[src/rtl/mc_control_if.sv]
// Control/datapath bundle for the multicycle controller.
// master: the controller (drives strobes, selects, flags, state, fault).
// slave : the datapath/memory side (drives instr, flags_in, mem_ready).
interface mc_control_if;
    logic [31:0] instr;
    logic [3:0]  flags_in;
    logic        mem_ready;
    logic        pc_write;
    logic        ir_write;
    logic        reg_write;
    logic        mem_write;
    logic        mem_read;
    logic        adr_src;
    logic [1:0]  alu_src_a;
    logic [1:0]  alu_src_b;
    logic [1:0]  result_src;
    logic [1:0]  imm_src;
    logic [1:0]  reg_src;
    logic [2:0]  alu_control;
    logic [3:0]  flags;
    logic [3:0]  state;
    logic        fault;

    modport master (
        input  instr, flags_in, mem_ready,
        output pc_write, ir_write, reg_write, mem_write, mem_read, adr_src,
               alu_src_a, alu_src_b, result_src, imm_src, reg_src,
               alu_control, flags, state, fault
    );

    modport slave (
        output instr, flags_in, mem_ready,
        input  pc_write, ir_write, reg_write, mem_write, mem_read, adr_src,
               alu_src_a, alu_src_b, result_src, imm_src, reg_src,
               alu_control, flags, state, fault
    );
endinterface

[src/rtl/mc_control.sv]
// Multicycle ARM-subset controller: fetch/decode/memory/ALU/branch FSM with a
// memory wait-timeout that parks the machine in a sticky FAULT state.
// Optional feature: define MC_CONTROL_COND_EN to honour the instruction
// condition field; otherwise every instruction executes unconditionally.
module mc_control #(
    parameter int unsigned TIMEOUT_CYC = 16
) (
    input  logic         clk,
    input  logic         reset,
    mc_control_if.master bus
);
    typedef enum logic [3:0] {
        S_FETCH  = 4'd0,
        S_DECODE = 4'd1,
        S_MEMADR = 4'd2,
        S_MEMRD  = 4'd3,
        S_MEMWB  = 4'd4,
        S_MEMWR  = 4'd5,
        S_EXECR  = 4'd6,
        S_EXECI  = 4'd7,
        S_ALUWB  = 4'd8,
        S_BRANCH = 4'd9,
        S_FAULT  = 4'd10
    } state_t;

    // The counter value seen on the cycle whose stall would make it TIMEOUT_CYC.
    localparam logic [7:0] LP_WAIT_LAST = 8'(TIMEOUT_CYC - 1);

    state_t     r_state;
    logic [3:0] r_flags;
    logic       r_fault;
    logic [7:0] r_wait;

    logic [1:0] w_op;
    logic [5:0] w_funct;
    logic       w_is_cmp;
    logic       w_cond_true;
    logic [2:0] w_alu_op;
    logic       w_unused;

    assign w_op     = bus.instr[27:26];
    assign w_funct  = bus.instr[25:20];
    assign w_is_cmp = (w_funct[4:1] == 4'b1010);

`ifdef MC_CONTROL_COND_EN
    logic [3:0] w_cond;
    logic       w_n, w_z, w_c, w_v;
    assign w_cond = bus.instr[31:28];
    assign {w_n, w_z, w_c, w_v} = r_flags;
    assign w_unused = ^bus.instr[19:0];

    // ARM condition table evaluated against the architectural flags.
    always_comb begin
        w_cond_true = 1'b0;
        case (w_cond)
            4'h0: w_cond_true = w_z;
            4'h1: w_cond_true = !w_z;
            4'h2: w_cond_true = w_c;
            4'h3: w_cond_true = !w_c;
            4'h4: w_cond_true = w_n;
            4'h5: w_cond_true = !w_n;
            4'h6: w_cond_true = w_v;
            4'h7: w_cond_true = !w_v;
            4'h8: w_cond_true = w_c && !w_z;
            4'h9: w_cond_true = !w_c || w_z;
            4'hA: w_cond_true = (w_n == w_v);
            4'hB: w_cond_true = (w_n != w_v);
            4'hC: w_cond_true = !w_z && (w_n == w_v);
            4'hD: w_cond_true = w_z || (w_n != w_v);
            4'hE: w_cond_true = 1'b1;
            default: w_cond_true = 1'b0;
        endcase
    end
`else
    assign w_cond_true = 1'b1;
    assign w_unused    = ^{bus.instr[31:28], bus.instr[19:0]};
`endif

    // Data-processing funct[4:1] to ALU operation; unknown codes fall back to ADD.
    always_comb begin
        w_alu_op = 3'b000;
        case (w_funct[4:1])
            4'b0100: w_alu_op = 3'b000;
            4'b0010: w_alu_op = 3'b001;
            4'b0000: w_alu_op = 3'b010;
            4'b1100: w_alu_op = 3'b011;
            4'b1010: w_alu_op = 3'b001;
            default: w_alu_op = 3'b000;
        endcase
    end

    // State, flags, fault and memory wait counter; completion beats timeout.
    always_ff @(posedge clk or negedge reset) begin
        if (!reset) begin
            r_state <= S_FETCH;
            r_flags <= 4'b0000;
            r_fault <= 1'b0;
            r_wait  <= 8'd0;
        end else begin
            case (r_state)
                S_FETCH, S_MEMRD, S_MEMWR: begin
                    if (bus.mem_ready) begin
                        r_wait <= 8'd0;
                        if (r_state == S_FETCH)      r_state <= S_DECODE;
                        else if (r_state == S_MEMRD) r_state <= S_MEMWB;
                        else                         r_state <= S_FETCH;
                    end else if (r_wait == LP_WAIT_LAST) begin
                        r_wait  <= 8'd0;
                        r_fault <= 1'b1;
                        r_state <= S_FAULT;
                    end else begin
                        r_wait <= r_wait + 8'd1;
                    end
                end
                S_DECODE: begin
                    if (!w_cond_true) begin
                        r_state <= S_FETCH;
                    end else begin
                        case (w_op)
                            2'b01:   r_state <= S_MEMADR;
                            2'b10:   r_state <= S_BRANCH;
                            2'b00:   r_state <= w_funct[5] ? S_EXECI : S_EXECR;
                            default: r_state <= S_FETCH;
                        endcase
                    end
                end
                S_MEMADR: r_state <= w_funct[0] ? S_MEMRD : S_MEMWR;
                S_MEMWB:  r_state <= S_FETCH;
                S_EXECR,
                S_EXECI:  r_state <= S_ALUWB;
                S_ALUWB: begin
                    if (w_funct[0] || w_is_cmp) r_flags <= bus.flags_in;
                    r_state <= S_FETCH;
                end
                S_BRANCH: r_state <= S_FETCH;
                S_FAULT:  r_state <= S_FAULT;
                default:  r_state <= S_FETCH;
            endcase
        end
    end

    // Moore strobes/selects from state plus instr fields and mem_ready; forced low in reset and FAULT.
    always_comb begin
        bus.pc_write    = 1'b0;
        bus.ir_write    = 1'b0;
        bus.reg_write   = 1'b0;
        bus.mem_write   = 1'b0;
        bus.mem_read    = 1'b0;
        bus.adr_src     = 1'b0;
        bus.alu_src_a   = 2'b00;
        bus.alu_src_b   = 2'b00;
        bus.result_src  = 2'b00;
        bus.imm_src     = 2'b00;
        bus.reg_src     = 2'b00;
        bus.alu_control = 3'b000;
        if (reset && (r_state != S_FAULT)) begin
            bus.imm_src = w_op;
            bus.reg_src = {(w_op == 2'b01) && !w_funct[0], (w_op == 2'b10)};
            case (r_state)
                S_FETCH: begin
                    bus.mem_read   = 1'b1;
                    bus.alu_src_a  = 2'b01;
                    bus.alu_src_b  = 2'b10;
                    bus.result_src = 2'b10;
                    bus.ir_write   = bus.mem_ready;
                    bus.pc_write   = bus.mem_ready;
                end
                S_DECODE: begin
                    bus.alu_src_a = 2'b01;
                    bus.alu_src_b = 2'b10;
                end
                S_MEMADR: bus.alu_src_b = 2'b01;
                S_MEMRD: begin
                    bus.mem_read = 1'b1;
                    bus.adr_src  = 1'b1;
                end
                S_MEMWB: begin
                    bus.reg_write  = 1'b1;
                    bus.result_src = 2'b01;
                end
                S_MEMWR: begin
                    bus.mem_write = 1'b1;
                    bus.adr_src   = 1'b1;
                end
                S_EXECR: bus.alu_control = w_alu_op;
                S_EXECI: begin
                    bus.alu_src_b   = 2'b01;
                    bus.alu_control = w_alu_op;
                end
                S_ALUWB: begin
                    bus.alu_control = w_alu_op;
                    bus.reg_write   = !w_is_cmp;
                end
                S_BRANCH: begin
                    bus.alu_src_a  = 2'b01;
                    bus.alu_src_b  = 2'b01;
                    bus.result_src = 2'b10;
                    bus.pc_write   = 1'b1;
                end
                default: ;
            endcase
        end
    end

    assign bus.state = r_state;
    assign bus.flags = r_flags;
    assign bus.fault = r_fault;
endmodule

[src/flat_wrapper.sv]
// flat-port wrapper written by rule: the top's interface ports become plain ports
module mc_control_flat 
#(
    parameter int unsigned TIMEOUT_CYC = 16
)
  (clk, reset, bus_instr, bus_flags_in, bus_mem_ready, bus_pc_write, bus_ir_write, bus_reg_write, bus_mem_write, bus_mem_read, bus_adr_src, bus_alu_src_a, bus_alu_src_b, bus_result_src, bus_imm_src, bus_reg_src, bus_alu_control, bus_flags, bus_state, bus_fault);
  mc_control_if bus_i ();
  input  logic clk;
  input  logic reset;
  input wire logic [$bits(bus_i.instr)-1:0] bus_instr;
  input wire logic [$bits(bus_i.flags_in)-1:0] bus_flags_in;
  input wire logic [$bits(bus_i.mem_ready)-1:0] bus_mem_ready;
  output wire logic [$bits(bus_i.pc_write)-1:0] bus_pc_write;
  output wire logic [$bits(bus_i.ir_write)-1:0] bus_ir_write;
  output wire logic [$bits(bus_i.reg_write)-1:0] bus_reg_write;
  output wire logic [$bits(bus_i.mem_write)-1:0] bus_mem_write;
  output wire logic [$bits(bus_i.mem_read)-1:0] bus_mem_read;
  output wire logic [$bits(bus_i.adr_src)-1:0] bus_adr_src;
  output wire logic [$bits(bus_i.alu_src_a)-1:0] bus_alu_src_a;
  output wire logic [$bits(bus_i.alu_src_b)-1:0] bus_alu_src_b;
  output wire logic [$bits(bus_i.result_src)-1:0] bus_result_src;
  output wire logic [$bits(bus_i.imm_src)-1:0] bus_imm_src;
  output wire logic [$bits(bus_i.reg_src)-1:0] bus_reg_src;
  output wire logic [$bits(bus_i.alu_control)-1:0] bus_alu_control;
  output wire logic [$bits(bus_i.flags)-1:0] bus_flags;
  output wire logic [$bits(bus_i.state)-1:0] bus_state;
  output wire logic [$bits(bus_i.fault)-1:0] bus_fault;
  assign bus_i.instr = bus_instr;
  assign bus_i.flags_in = bus_flags_in;
  assign bus_i.mem_ready = bus_mem_ready;
  assign bus_pc_write = bus_i.pc_write;
  assign bus_ir_write = bus_i.ir_write;
  assign bus_reg_write = bus_i.reg_write;
  assign bus_mem_write = bus_i.mem_write;
  assign bus_mem_read = bus_i.mem_read;
  assign bus_adr_src = bus_i.adr_src;
  assign bus_alu_src_a = bus_i.alu_src_a;
  assign bus_alu_src_b = bus_i.alu_src_b;
  assign bus_result_src = bus_i.result_src;
  assign bus_imm_src = bus_i.imm_src;
  assign bus_reg_src = bus_i.reg_src;
  assign bus_alu_control = bus_i.alu_control;
  assign bus_flags = bus_i.flags;
  assign bus_state = bus_i.state;
  assign bus_fault = bus_i.fault;
  mc_control #(.TIMEOUT_CYC(TIMEOUT_CYC)) u_core (.clk(clk), .reset(reset), .bus(bus_i));
endmodule
[config.mk]
export PLATFORM = sky130hd
export DESIGN_NAME = mc_control_flat
export DESIGN_NICKNAME = d
export VERILOG_FILES = /design/src/rtl/mc_control_if.sv /design/src/rtl/mc_control.sv /design/src/flat_wrapper.sv
export SDC_FILE = /design/constraint.sdc
export NUM_CORES = 1
export LEC_CHECK = 0
export CORE_AREA = 2 2 58 60
export CTS_BUF_LIST = sky130_fd_sc_hd__clkbuf_16
export DETAILED_ROUTE_END_ITERATION = 10
export DIE_AREA = 0 0 60 62
export GPL_TIMING_DRIVEN = 0
export PLACE_DENSITY = 0.81
export SKIP_CTS_REPAIR_TIMING = 1
export SLEW_MARGIN = 25
export SYNTH_ARGS = -nofsm -noshare
export SYNTH_HDL_FRONTEND = slang
export SYNTH_SLANG_ARGS = --single-unit
[constraint.sdc]
create_clock -name clk -period 2.9 [get_ports clk]
set_input_delay 0.58 -clock clk [delete_from_list [all_inputs] [get_ports clk]]
set_output_delay 0.58 -clock clk [all_outputs]
set_load 0.005 [all_outputs]
## After elaboration in Yosys (flattened, before gate mapping)

Index checks and enable logic that the tools add are counted.

- Multiplexer cells: 33
- Bitwise gates (word level): 1
- Eq/ne operators: 18
- Reductions and logical operators: 20
- $add $sub $neg: 1

Operators by type and width:

| kind | count |
|---|---|
| $eq A4 B4 Y1 const B | 5 |
| $pmux W4 S5 | 1 |
| $eq A4 B3 Y1 const B | 4 |
| $mux W8 | 2 |
| $eq A4 B2 Y1 const B | 3 |
| $mux W1 | 12 |
| $mux W2 | 6 |
| $mux W4 | 3 |
| $pmux W4 S3 | 1 |
| $reduce_or A2 Y1 | 6 |
| $reduce_or A3 Y1 | 4 |
| $mux W3 | 3 |
| $add A8 B1 Y8 const B | 1 |
| $eq A8 B4 Y1 const B | 1 |
| $logic_not A4 Y1 | 2 |
| $pmux W2 S2 | 2 |
| $pmux W2 S3 | 1 |
| $eq A4 B1 Y1 const B | 1 |
| $ne A4 B4 Y1 const B | 1 |
| $pmux W1 S2 | 2 |
| $ne A3 B2 Y1 const B | 1 |
| $reduce_and A3 Y1 | 1 |
| $eq A2 B1 Y1 const B | 1 |
| $eq A2 B2 Y1 const B | 1 |
| other kinds (6) | 8 |

- Register bits: 17
- Output and inout bits: 28
- Input bits: 39
- Logic and storage cells: 77

## Longest topological paths before layout

- Depth in word-level cells: 5
- Depth in mapped cells: 6
- Gate-level depth less buffers: 5

## Least setup slack after synthesis

No wires, ideal clock.

- Path kind: register to output
- Start: register u_core.r_state[2] (netlist: u_core.bus.state[2])
- End: output bus_reg_src[1]
- Required time: 2.320 ns
- Arrival time: 1.264 ns
- Slack: 1.056 ns
- Stages on the path, launching flop included: 6
- Path buffers: 1
- Path through: dfrtp_1 > buf_6 > and2b_1 > nand2_1 > and3_1 > nor3b_1

- Longest elaborated chain between the ends: 3

Ends and longest elaborated chain:

| element | RTL line | source |
|---|---|---|
| start: declaration | mc_control.sv:29 | `state_t r_state;` |
| start signal: assignment | mc_control.sv:122 | `2'b00: r_state <= w_funct[5] ? S_EXECI : S_EXECR;` |
| start signal: assignment | mc_control.sv:127 | `S_MEMADR: r_state <= w_funct[0] ? S_MEMRD : S_MEMWR;` |
| $ne A4 B4 Y1 | mc_control.sv:156 | `if (reset && (r_state != S_FAULT)) begin` |
| $logic_and A1 B1 Y1 | mc_control.sv:156 |  |
| $mux W2 | mc_control.sv:156 |  |
| end: declaration | flat_wrapper.sv:23 | `output wire logic [$bits(bus_i.reg_src)-1:0] bus_reg_src;` |

Every way passes these cells.

## Worst setup path in the final report

- Start: input bus_mem_ready
- End: output bus_pc_write

- Longest elaborated chain between the ends: 2

Ends and longest elaborated chain:

| element | RTL line | source |
|---|---|---|
| start: declaration | flat_wrapper.sv:12 | `input wire logic [$bits(bus_i.mem_ready)-1:0] bus_mem_ready;` |
| $pmux W1 S2 | mc_control.sv:159 | `case (r_state)` |
| $mux W1 | mc_control.sv:156 |  |
| end: declaration | flat_wrapper.sv:13 | `output wire logic [$bits(bus_i.pc_write)-1:0] bus_pc_write;` |

Every way passes these cells.

==> out/results.tsv <==
stage	metric	value	unit
run_status	status	completed	
logic_synthesis	top-area cell type share of the netlist area	33.7	%
sta	unrepaired setup endpoints after global routing	false	
setup_path	reg-to-reg slack, setup	1.10	ns
logic_synthesis	EDFF count, synth	0	
layout	final cell count without fillers	241	
power_and_ir_drop	LEAKAGE	0.741	nW
floorplan	core area	0.00318	mm²
power_and_ir_drop	Power Dens Cells	870	mW/mm²
detailed_routing	drt wl/cell	12.4	µm
setup_path	most frequent CP cell	clkdlybuf4s50_1	
global_routing	Global Route Usage Sum	17.2	%
placement	hpwl dp	2200	µm
hold_path	worst min path class	in -> async	
floorplan	Die W	60	µm
layout	most frequent cells in the layout	39 x clkdlybuf4s50_1, 17 x nor2_1, 17 x dfrtp_1, 14 x nand2_1, 9 x a21oi_1	
logic_synthesis	post-synth cell types	49	
layout	antenna diode count	0	
detailed_routing	remaining antenna violation count	0	
global_routing	total grt overflow	0	
floorplan	die height	62	µm
global_routing	vias in the first global route	1066	
setup_path	worst reg-to-reg path cell count	5	
logic_synthesis	Area contributors post-synth	dfrtp_1 34%, mux2_2 5.3%, nor2_1 5.0%	
clock_network	Max Buffers Root-to-Sink	2	
clock_network	CTS tree	built	
clock_network	Clock transition at path regs	0.05	ns
job	max_cap viols	0	
logic_synthesis	register area share after synthesis	33.7	%
clock_network	Root Buffer Master	clkbuf_16	
logic_synthesis	Avg Cell Area, Syn	8.42	µm²
setup_path	Crit Path Category	in -> out	
floorplan	die area	0.00372	mm²
placement	global placement routability congestion	0.937	
layout	layout overhead on the synthesized area	42.7	%
setup_path	Worst Path Arrival	2.15	ns
clock_network	H-tree levels	1	
logic_synthesis	post-synthesis async set-or-reset flop share	100	%
layout	Final #Nets	236	
logic_synthesis	Yosys warning count	0	
setup_path	CP Cell Sequence	clkdlybuf4s50_1 -> clkbuf_2 -> nand2_1 -> a21oi_1 -> clkdlybuf4s50_1	
layout	post-route cell area	0.00180	mm²
sta	final setup fails	0	
global_routing	largest net degree at the start of global routing	19	
placement	Placed Cells	237	
sta	worst-margin pin slew	0.490	ns
setup_path	Setup crit end kind	output pin	
setup_path	Critical Path RT	2.32	ns
logic_synthesis	Synth area leader	dfrtp_1	
layout	Util after Layout	56.7	%
layout	layout cells sized above 1	13.3	%
floorplan	# rows	21	
clock_network	clk_lat worst skew	0.25	ns
placement	Placed Area	0.00173	mm²
detailed_routing	DR pass1 iterations	4	
setup_path	startpoint types	input port	
logic_synthesis	Post-Syn Instances	150	
power_and_ir_drop	Tot Pwr	1.57	mW
detailed_routing	via density per instance	5.28	
global_routing	first-pass GRT wire length	4930	µm
setup_path	CP max FO	10	
sta	Min Hold Slack	0.252	ns
detailed_routing	DRT Wirelength	3000	µm
setup_path	Max stage delay on crit path	0.57	ns
placement	PortBufs	40	
floorplan	io pins	67	
logic_synthesis	area of the mapped netlist	0.00126	mm²
logic_synthesis	dominant synthesized flop cell	dfrtp_1	
detailed_routing	Post-route DRC	0	
sta	Period minus WS final	2.73	ns
sta	fin crit share	94.2	%
layout	# fillers	292	
floorplan	initial core utilization	39.7	%
power_and_ir_drop	IR Drop Worst-Case VDD	0.512	mV
sta	Final Max Tran Viols	0	
detailed_routing	Vias	1272	
detailed_routing	1st-iter DRT viols	63	
clock_network	clk sinks	17	
layout	leading cell type in the layout, fill and taps excluded	clkdlybuf4s50_1	
clock_network	CTS buffer count	3	
setup_path	Slowest-stage cell, CP	clkdlybuf4s50_1	
sta	Worst slew margin	67.1	%
sta	Final Hold Fails	0	
logic_synthesis	synthesized flop and latch total	17	
sta	Fmax achieved	366	MHz
global_routing	initial antenna violation count	0	
sta	clk_skew	0.000860	ns
stage by stage:
stage | TNS (ns) | setup WS, ns
2_1_floorplan | 0 | 1.06
3_3_place_gp | -7.16 | -0.558
3_5_place_dp | -7.41 | -0.572
4_1_cts | -7.27 | -0.564
5_1_grt | 0 | 0.0547
6_report | 0 | 0.167
power breakdown:
| part | switching [mW] | total [mW] | leakage [nW] | internal, mW |
|---|---|---|---|---|
| logic | 0.428 | 0.877 | 0.490 | 0.449 |
| clock network | 0.0886 | 0.273 | 0.0409 | 0.184 |
| registers | 0.0896 | 0.419 | 0.211 | 0.330 |
| total | 0.606 | 1.57 | 0.741 | 0.963 |
synthesized netlist by cell type (2+ instances only):
cell,instances
mux2_2,6
nand3_1,4
buf_2,4
nor2_1,17
a22o_1,3
o211ai_1,2
and3_1,4
buf_4,3
nor3b_1,2
nor3_1,6
a221o_1,2
nor2b_1,6
a21oi_1,9
clkbuf_1,3
nand2b_1,3
inv_1,6
dfrtp_1,17
o41ai_1,2
o21ai_0,8
nand2_1,14
worst paths after layout:
check | endpoint | start
max | bus_pc_write | bus_mem_ready
min | u_core.r_wait[4] | reset
max reg2reg | u_core.r_wait[6] | u_core.r_wait[0]
min reg2reg | u_core.bus.fault | u_core.bus.fault
max in group asynchronous | u_core.bus.state[1] | reset
min in group clk | u_core.bus.fault | u_core.bus.fault
flip-flops by register name (all words and copies together) (netlist names):
| register | cells |
|---|---|
| u_core.r_wait | 8 |
| u_core.bus.flags | 4 |
| u_core.bus.state | 4 |
| u_core.bus.fault | 1 |
logic make-up after synthesis:
group                    count (synthesis)  synth area share [%]
flip-flops                              17                  33.7
AO/OA/AOI/OAI                           37                  20.2
XOR/XNOR                                 3                  2.67
AND/OR/NAND/NOR                         67                  29.1
other                                    1                 0.297
buffers and inverters                   17                  6.93
adder cells (fa/ha/maj)                  2                  1.78
multiplexers                             6                  5.35
worst max-delay path, delay by kind of cell:
family	cells	cell delay, ns
and+or+nand+nor	1	0.08
buffers and inverters	3	1.35
AOI/OAI and AO/OA	1	0.14
per-layer routing:
layer  vias up  wire length (µm)  GRT usage (%)
li1        629                 -              -
met1       595              1340           24.6
met2        46              1440           27.2
met3         2               203           3.73
met4         0                10           2.86
met5         -                 0              0
layout make-up:
class	instances	area [µm²]	area share [%]
inverters	6	22.5	1.25
plain buffers	11	67.6	3.75
multi-input cells	117	754	41.8
flip-flops and latches	17	425	23.6
clock buffers	3	75.1	4.16
repair buffers	40	395	21.9
clock inverters	1	5.00	0.278
well taps	46	57.6	3.19
Note: power is estimated with default switching activity, not from simulation.
